$ cat config.mk
export PLATFORM = sky130hd
export DESIGN_NAME = mem_arbiter
export DESIGN_NICKNAME = d
export VERILOG_FILES = /design/src/rtl/const_pkg.sv /design/src/rtl/arb_fifo.sv /design/src/rtl/mem_arbiter.sv
export SDC_FILE = /design/constraint.sdc
export NUM_CORES = 1
export LEC_CHECK = 0
export CORE_MARGIN = 5
export CORE_UTILIZATION = 50
export DETAILED_ROUTE_END_ITERATION = 10
export PLACE_DENSITY = 0.91
export REMOVE_ABC_BUFFERS = 1
export SYNTH_ARGS = -nofsm -noshare
export SYNTH_HDL_FRONTEND = slang
export SYNTH_HIERARCHICAL = 1
export SYNTH_SLANG_ARGS = --single-unit
$ cat constraint.sdc
create_clock -name clk -period 3 [get_ports clk]
set_input_delay 0.6 -clock clk [delete_from_list [all_inputs] [get_ports clk]]
set_output_delay 0.6 -clock clk [all_outputs]
set_load 0.01 [all_outputs]
$ cat src/rtl/const_pkg.sv
// Shared widths and types for the L1 line-fill path (arbiter, caches).
package const_pkg;

  localparam int unsigned PA_WIDTH   = 32;
  localparam int unsigned LINE_WIDTH = 64;
  localparam int unsigned ID_WIDTH   = 3;

  // Memory-side sequencer of the line-fill arbiter
  typedef enum logic [1:0] {
    M_IDLE,
    M_REQ,
    M_WAIT,
    M_RESP
  } mem_arbiter_s;

  // Grant token phase: a port is first offered a slot, then may claim it
  typedef enum logic {
    PH_OFFER,
    PH_CLAIM
  } token_phase_e;

  // One queued line request
  typedef struct packed {
    logic [ID_WIDTH-1:0] id;
    logic [PA_WIDTH-1:0] addr;
  } fifo_entry_t;

endpackage

$ cat src/rtl/arb_fifo.sv
// Synchronous FIFO holding outstanding line requests; head is the oldest entry.
module arb_fifo #(
  parameter int unsigned WIDTH = 8,
  parameter int unsigned DEPTH = 4
) (
  input  logic             clk,
  input  logic             rst,
  input  logic             push,
  input  logic [WIDTH-1:0] push_data,
  input  logic             pop,
  output logic             full,
  output logic             empty,
  output logic [WIDTH-1:0] head
);

  localparam int unsigned AW = (DEPTH > 1) ? $clog2(DEPTH) : 1;

  logic [WIDTH-1:0] mem [DEPTH];
  logic [AW-1:0]    wr_ptr;
  logic [AW-1:0]    rd_ptr;
  logic [AW:0]      count;
  logic             do_push;
  logic             do_pop;

  assign full    = (count == (AW+1)'(DEPTH));
  assign empty   = (count == '0);
  assign head    = mem[rd_ptr];
  assign do_pop  = pop && !empty;
  // A push into a full FIFO is still taken when the head leaves in the same cycle
  assign do_push = push && (!full || do_pop);

  // Pointer and occupancy bookkeeping
  always_ff @(posedge clk or negedge rst) begin
    if (!rst) begin
      wr_ptr <= '0;
      rd_ptr <= '0;
      count  <= '0;
    end else begin
      if (do_push) wr_ptr <= wr_ptr + AW'(1);
      if (do_pop)  rd_ptr <= rd_ptr + AW'(1);
      case ({do_push, do_pop})
        2'b10:   count <= count + (AW+1)'(1);
        2'b01:   count <= count - (AW+1)'(1);
        default: ;
      endcase
    end
  end

  // Entry storage; contents are only meaningful while counted as occupied
  always_ff @(posedge clk) begin
    if (do_push) mem[wr_ptr] <= push_data;
  end

endmodule

$ cat src/rtl/mem_arbiter.sv
// Line-fill arbiter: rotating grant token hands out request IDs to the caches,
// accepted requests are queued and issued to memory one at a time, and each
// returned line is broadcast with its ID until a cache acknowledges it.
module mem_arbiter
  import const_pkg::*;
#(
  parameter int unsigned N_PORTS = 2,
  parameter int unsigned DEPTH   = 4
) (
  input  logic                             clk,
  input  logic                             rst,
  input  logic [N_PORTS-1:0]               i_req_enable,
  input  logic [N_PORTS-1:0][PA_WIDTH-1:0] i_req_addr,
  input  logic [N_PORTS-1:0]               i_ack,
  output logic [ID_WIDTH-1:0]              o_id_request,
  output logic [N_PORTS-1:0]               o_in_use,
  output logic                             o_resp_enable,
  output logic [LINE_WIDTH-1:0]            o_resp_data,
  output logic [ID_WIDTH-1:0]              o_resp_id,
  output logic                             o_dram_req,
  output logic [PA_WIDTH-1:0]              o_dram_addr,
  input  logic                             i_dram_ready,
  input  logic                             i_dram_valid,
  input  logic [LINE_WIDTH-1:0]            i_dram_data
);

  localparam int unsigned TW = (N_PORTS > 1) ? $clog2(N_PORTS) : 1;

  logic [TW-1:0]                tok;
  token_phase_e                 phase;
  logic                         live;
  logic                         offered;
  logic                         claim_accept;
  fifo_entry_t                  push_entry;
  fifo_entry_t                  head;
  logic [$bits(fifo_entry_t)-1:0] head_bits;
  logic                         fifo_full;
  logic                         fifo_empty;
  logic                         pop;
  mem_arbiter_s                 mstate;

  // A claim only counts if the preceding OFFER actually lowered o_in_use
  assign claim_accept    = live && (phase == PH_CLAIM) && offered && i_req_enable[tok];
  assign push_entry.id   = o_id_request;
  assign push_entry.addr = i_req_addr[tok];
  assign head            = head_bits;
  assign pop             = (mstate == M_RESP) && (|i_ack);

  arb_fifo #(
    .WIDTH ($bits(fifo_entry_t)),
    .DEPTH (DEPTH)
  ) u_fifo (
    .clk       (clk),
    .rst       (rst),
    .push      (claim_accept),
    .push_data (push_entry),
    .pop       (pop),
    .full      (fifo_full),
    .empty     (fifo_empty),
    .head      (head_bits)
  );

  // Token rotation and ID allocation; 'live' holds the token one cycle after
  // reset so o_in_use reads all ones in reset yet port 0 still gets the first offer
  always_ff @(posedge clk or negedge rst) begin
    if (!rst) begin
      tok          <= '0;
      phase        <= PH_OFFER;
      live         <= 1'b0;
      offered      <= 1'b0;
      o_id_request <= '0;
    end else begin
      live <= 1'b1;
      if (live) begin
        if (phase == PH_OFFER) begin
          offered <= !fifo_full;
          phase   <= PH_CLAIM;
        end else begin
          phase <= PH_OFFER;
          if (tok == TW'(N_PORTS - 1)) tok <= '0;
          else                         tok <= tok + TW'(1);
          if (claim_accept) o_id_request <= o_id_request + ID_WIDTH'(1);
        end
      end
    end
  end

  // Grant visibility, decoded from token state and FIFO occupancy only
  always_comb begin
    o_in_use = '1;
    if (live && (phase == PH_OFFER) && !fifo_full) o_in_use[tok] = 1'b0;
  end

  // Memory sequencer with registered request and broadcast outputs; an entry
  // being pushed into an empty FIFO is issued directly to save a cycle
  always_ff @(posedge clk or negedge rst) begin
    if (!rst) begin
      mstate        <= M_IDLE;
      o_dram_req    <= 1'b0;
      o_dram_addr   <= '0;
      o_resp_enable <= 1'b0;
      o_resp_data   <= '0;
      o_resp_id     <= '0;
    end else begin
      case (mstate)
        M_IDLE: begin
          if (!fifo_empty) begin
            mstate      <= M_REQ;
            o_dram_req  <= 1'b1;
            o_dram_addr <= head.addr;
          end else if (claim_accept) begin
            mstate      <= M_REQ;
            o_dram_req  <= 1'b1;
            o_dram_addr <= push_entry.addr;
          end
        end
        M_REQ: begin
          if (i_dram_ready) begin
            mstate     <= M_WAIT;
            o_dram_req <= 1'b0;
          end
        end
        M_WAIT: begin
          if (i_dram_valid) begin
            mstate        <= M_RESP;
            o_resp_enable <= 1'b1;
            o_resp_data   <= i_dram_data;
            o_resp_id     <= head.id;
          end
        end
        M_RESP: begin
          if (|i_ack) begin
            mstate        <= M_IDLE;
            o_resp_enable <= 1'b0;
          end
        end
        default: mstate <= M_IDLE;
      endcase
    end
  end

endmodule

; Word level (Yosys, flattened, before mapping)
; Memory sizes are Yosys's and may differ from the RTL's.
; Index checks and enable logic that the tools add are counted.
[totals]
register_bits = 117
mem_bits_rw = 140
inputBits = 136
output_inout_bits = 106
n_memories = 1
[memory_table]
columns = name, depth, word_bits, read_ports, rd_clocked_by_memory_dff, wr, line
row1 = u_fifo.mem, 4, 35, 1, 0, 1, arb_fifo.sv:18  ; logic [WIDTH-1:0] mem [DEPTH];
[op_classes]
n_addsub = 6
magnitude_cmp = 2
eq_ne = 11
muxes = 27
n_bitwise = 2
reduce_logical = 26
[op_table]
columns = operator, n
row1 = $mux W32, 4
row2 = $mux W1, 12
row3 = $mux W2, 6
row4 = $logic_and A1 B1 Y1, 9
row5 = $reduce_and A3 Y1, 3
row6 = $pmux W2 S4, 1
row7 = $reduce_and A2 Y1, 4
row8 = $add A3 B1 Y3 const B, 2
row9 = $eq A2 B2 Y1 const B, 3
row10 = $pmux W3 S2, 1
row11 = $reduce_bool A2 Y1, 3
row12 = $add A2 B1 Y2 const B, 2
row13 = $eq A2 B1 Y1 const B, 2
row14 = $ne A2 B1 Y1 const B, 2
row15 = $ne A2 B2 Y1 const B, 2
row16 = $pmux W1 S2, 2
row17 = $reduce_and A4 Y1, 1
row18 = $eq A3 B3 Y1 const B, 1
row19 = $logic_not A3 Y1, 1
row20 = $ne A3 B2 Y1 const B, 1
row21 = $sub A3 B1 Y3 const B, 1
row22 = $logic_not A1 Y1, 2
row23 = $logic_not A2 Y1, 1
row24 = $lt A1 B2 Y1 const B, 1
row25 = other kinds (7), 7

; Depth between registers and ports, before layout
[depth]
depth_word = 7
ltp_mapped = 13

; Hierarchy
; Netlist, hierarchy kept.
[modules_own_cells]
columns = mod, n_inst, cells_each, area_each_um2, seq_area_each_um2
row1 = arb_fifo, 1, 221, 5475.3, 4379.2
row2 = mem_arbiter, 1, 381, 5117.4, 2752.6

; Least setup slack after synthesis
; No wires, ideal clock.
[synth_timing]
path_kind = input port to flip-flop
start = input port i_req_enable[1]
end = register u_fifo.count[2]
setup_ps = 79
arrival_ps = 2345
t_required_ps = 2921
path_slack_ps = 576
path_stages = 12
cell_sequence = mux2i_1 or2_1 inv_4 buf_6 o21a_4 inv_1 ha_1 inv_1 fa_1 xor2_1 nor2_1 xor2_1
[synth_between]
elab_chain_len = 6
elab_cells_between_ends = 8
classes_between = eq/ne (2) / mux (3) / reduce/logical (3)
[synth_rtl]
columns = item, line
row1 = "start, declared", mem_arbiter.sv:12  ; input logic [N_PORTS-1:0] i_req_enable,
row2 = $mux W1 (implied by the code) * (2 in series), mem_arbiter.sv:43  ; assign claim_accept = live && (phase == PH_CLAIM) && offered && i_req_enable[tok];
row3 = $logic_and A1 B1 Y1 *, mem_arbiter.sv:43
row4 = via claim_accept, mem_arbiter.sv:33  ; logic claim_accept;
row5 = $logic_and A1 B1 Y1 *, arb_fifo.sv:30  ; assign do_push = push && (!full || do_pop);
row6 = $eq A2 B1 Y1 / $eq A2 B2 Y1 (equally long branches), arb_fifo.sv:41  ; case ({do_push, do_pop})
row7 = $pmux W3 S2 / $reduce_bool A2 Y1 (equally long branches), -
row8 = "end signal, assigned", arb_fifo.sv:42  ; 2'b10: count <= count + (AW+1)'(1);
row9 = "end signal, assigned", arb_fifo.sv:43  ; 2'b01: count <= count - (AW+1)'(1);
row10 = "end, declared", arb_fifo.sv:21  ; logic [AW:0] count;
; The timed path passes the listed nets; every way through them passes the cells marked *. The select of a mux whose other input is x is not followed.
; A chain may end at the register's enable or synchronous reset.

; Final worst setup path
[layout_timing]
start = register u_fifo.count[0]
end = output port o_in_use[1]
[layout_between]
elab_chain_len = 4
[layout_rtl]
columns = item, line
row1 = $eq A3 B3 Y1, arb_fifo.sv:25  ; assign full = (count == (AW+1)'(DEPTH));
row2 = via fifo_full, mem_arbiter.sv:37  ; logic fifo_full;
row3 = $logic_not A1 Y1, mem_arbiter.sv:91  ; if (live && (phase == PH_OFFER) && !fifo_full) o_in_use[tok] = 1'b0;
row4 = $logic_and A1 B1 Y1, mem_arbiter.sv:91
row5 = $mux W2, mem_arbiter.sv:91
row6 = "end, declared", mem_arbiter.sv:16  ; output logic [N_PORTS-1:0] o_in_use,
; The timed path passes the listed nets, and every way through them passes these cells.

==> out/qor.csv <==
metric;value;unit
outcome;finished clean;
ctsLongestPathBuffers;3;
core;0.02096;sq mm
gp_congestion;0.7730;
required;2.40;ns
slew_viol_final;0;
ff_latch_area;0.007136;sq mm
max-cap-violations;0;
clk_pin_slew;0.06;ns
fp.dieW;155.6;um
p_per_area;1013;mW/mm^2
numCtsBuffers;26;
port-buffer-count;241;
drcViolationCount;0;
start_util;50.55;%
end_kind;output pin;
yosysWarnings;6;
n_antenna_cell;0;
setup_viol;0;
synth_area;0.01059;sq mm
firstDrtPassIters;5;
period_share;92.38;%
stdcell_area;0.01414;sq mm
maxUsedRoutingLayer;met4;
setup_tns;0;ns
syn2layout_area_growth;33.52;%
ys_seq_elements;257;
dieArea;0.02420;sq mm
antenna_found_initial;0;
cts_root_buf;clkbuf_16;
rsz0062_at_grt;false;
fill_cells;1381;
h-tree-depth;1;
placedCellCount;1097;
grt_pass1_wl;39.37;mm
crit_type;flop to output pin;
fmax;360.8;MHz
clock_skew;0.008775;ns
clock-sinks;257;
avgSynthCellArea;17.60;sq um
maxSlewHeadroom;45.74;%
cp_max_fo;5;
finalNetCount;997;
ant_nets;0;
layout.cells.non_filler;1145;
min_period;2.771;ns
grt.total_usage;20.85;%
routed_wl;25.46;mm
hold_viol;0;
rows;53;
yosysUniqueCellTypes;41;
peakVddDrop;0.4358;mV
min_path_type;primary input to asynchronous set/reset pin;
multi_input_area;0.003183;sq mm
via_per_inst;5.559;
dieHeight;155.6;um
cp.arrival;2.17;ns
drive_gt1_share;23.91;%
ctsHoldBuffers;0;
drt_iter0_drc;363;
route.met3.wl;2.249;mm
grt_pass1_vias;6891;
leakage;0.005192;uW
wire_per_inst;22.24;um
wl_met2;12.96;mm
start_kind;flop;
wl_met1;9.814;mm
dp_hpwl;17.63;mm
grt_max_degree;68;
postCtsResizedCells;0;
dpl_cell_area;0.01332;sq mm
num_vias;6365;
overflow;0;
worst_pin_slew;0.8139;ns
postCtsSetupBuffers;0;
clock_latency;0.51;ns
cts_tree;done;
syn_inst;602;
ys_seq_area_share;67.33;%
io_pins;242;
p_total;14330;uW
layer usage:
| metal | track usage [%] | vias up |
|---|---|---|
| li1 | - | 2826 |
| met1 | 26.40 | 3225 |
| met2 | 36.80 | 282 |
| met3 | 4.854 | 32 |
| met4 | 4.877 | 0 |
| met5 | 0 | - |
cells in the mapped netlist:
master     count  area (sq um)
edfxtp_1     140          4204
dfrtp_1      117          2928
mux2_2        69         777.0
mux4_2        35         788.3
o22ai_1       34         212.7
a21oi_1       33         165.2
mux2_1        32         360.4
o22ai_2       30         375.4
buf_2         12         60.06
clkbuf_1      12         45.04
inv_1         12         45.04
ha_1          10         125.1
buf_6          7         78.83
buf_4          6         45.04
nand2_1        6         22.52
xnor2_1        6         52.55
and2_2         4         30.03
xor2_1         4         35.03
buf_1          3         11.26
mux2i_1        3         30.03
nor2_1         3         11.26
nand2b_1       2         12.51
nor2b_1        2         12.51
o21ai_1        2         10.01
or3_1          2         12.51
a21o_1         1         7.510
a221o_1        1         10.01
a31oi_1        1         6.260
conb_1         1         3.750
fa_1           1         20.02
inv_4          1         6.260
mux2_4         1         15.01
nand3_1        1         5.000
nor3_1         1         5.000
o21a_4         1         15.01
o21ai_0        1         5.000
o2bb2ai_1      1         8.760
o31a_2         1         10.01
o32a_1         1         10.01
or2_1          1         6.260
or3b_1         1         8.760
sequential cells by signal (all words and copies together) (netlist names):
| register | cells |
|---|---|
| live | 1 |
| mstate | 2 |
| o_dram_addr | 32 |
| o_dram_req | 1 |
| o_id_request | 3 |
| o_resp_data | 64 |
| o_resp_enable | 1 |
| o_resp_id | 3 |
| offered | 1 |
| phase | 1 |
| tok | 1 |
| u_fifo/count | 3 |
| u_fifo/mem | 140 |
| u_fifo/rd_ptr | 2 |
| u_fifo/wr_ptr | 2 |
cell type report:
class	instances	area share, %
sequential	257	50.45
multi-input combinational	292	22.51
timing repair buffer	260	18.40
clock buffer	41	5.591
tap	275	2.433
inverter	13	0.3627
clock inverter	7	0.2565
layout by cell type, fill, tap and decap left out, types with 2 or more instances in the layout:
| cell | instances |
|---|---|
| edfxtp_1 | 140 |
| buf_4 | 16 |
| and2_2 | 4 |
| nor2b_1 | 2 |
| clkbuf_1 | 10 |
| clkdlybuf4s50_1 | 240 |
| nand2_1 | 5 |
| clkbuf_8 | 2 |
| mux2_1 | 32 |
| xnor2_1 | 6 |
| dfrtp_1 | 114 |
| o22ai_1 | 34 |
| mux2i_1 | 3 |
| inv_1 | 12 |
| xor2_1 | 4 |
| mux4_2 | 35 |
| nor2_1 | 3 |
| o21ai_1 | 2 |
| ha_1 | 9 |
| dfrtp_2 | 3 |
| o22ai_2 | 30 |
| mux2_2 | 69 |
| inv_4 | 2 |
| clkbuf_16 | 29 |
| clkinv_2 | 6 |
| a21oi_1 | 33 |
| buf_12 | 4 |
power by group:
part	switching, uW	leakage [uW]	internal [uW]	total, uW
clock network	1260	0.000411	1810	3070
registers	758	0.00262	4860	5610
logic	2490	0.00216	3150	5650
cell families (layout without fill, tap and decap cells):
| group | after synthesis | after routing | synth area share [%] |
|---|---|---|---|
| AO/OA/AOI/OAI | 107 | 107 | 7.890 |
| XOR/XNOR | 10 | 10 | 0.8268 |
| adder cells (fa/ha/maj) | 11 | 11 | 1.370 |
| buffers and inverters | 53 | 321 | 2.752 |
| flip-flops | 257 | 257 | 67.33 |
| multiplexers | 140 | 140 | 18.60 |
| other | 1 | 1 | 0.03540 |
| AND/OR/NAND/NOR | 23 | 23 | 1.193 |
through the flow:
stage / hold slack, ns / utilization [%] / setup slack, ns
detailed placement: 0.4789 / 63.55 / 0.1121
global placement: 0.4662 / 63.55 / 0.2521
global route: 0.2043 / 67.49 / 0.1411
finish: 0.1581 / 67.49 / 0.2287
CTS: 0.1724 / 67.49 / 0.2113
floorplan: 0.3044 / - / -0.3392
worst max-delay path, cell delays in order, from the launching register on:
cell,delay [ns]
dfrtp_1,0.44
or3b_1,0.45
inv_1,0.11
nor2_1,0.07
nand2_1,0.07
clkdlybuf4s50_1,0.53
final timing paths:
check	start	end	slack, ns	cells past startpoint
worst max-delay path	u_fifo/count[0]	o_in_use[1]	0.23	5
worst min-delay path	rst	o_resp_data[5]	0.16	1
worst max register to register	mstate[0]	o_dram_addr[15]	0.58	6
worst min register to register	offered	offered	0.48	1
max in group asynchronous	rst	o_dram_addr[19]	2.08	2
min in group clk	offered	offered	0.48	1
Note: power is estimated with default switching activity, not from simulation.
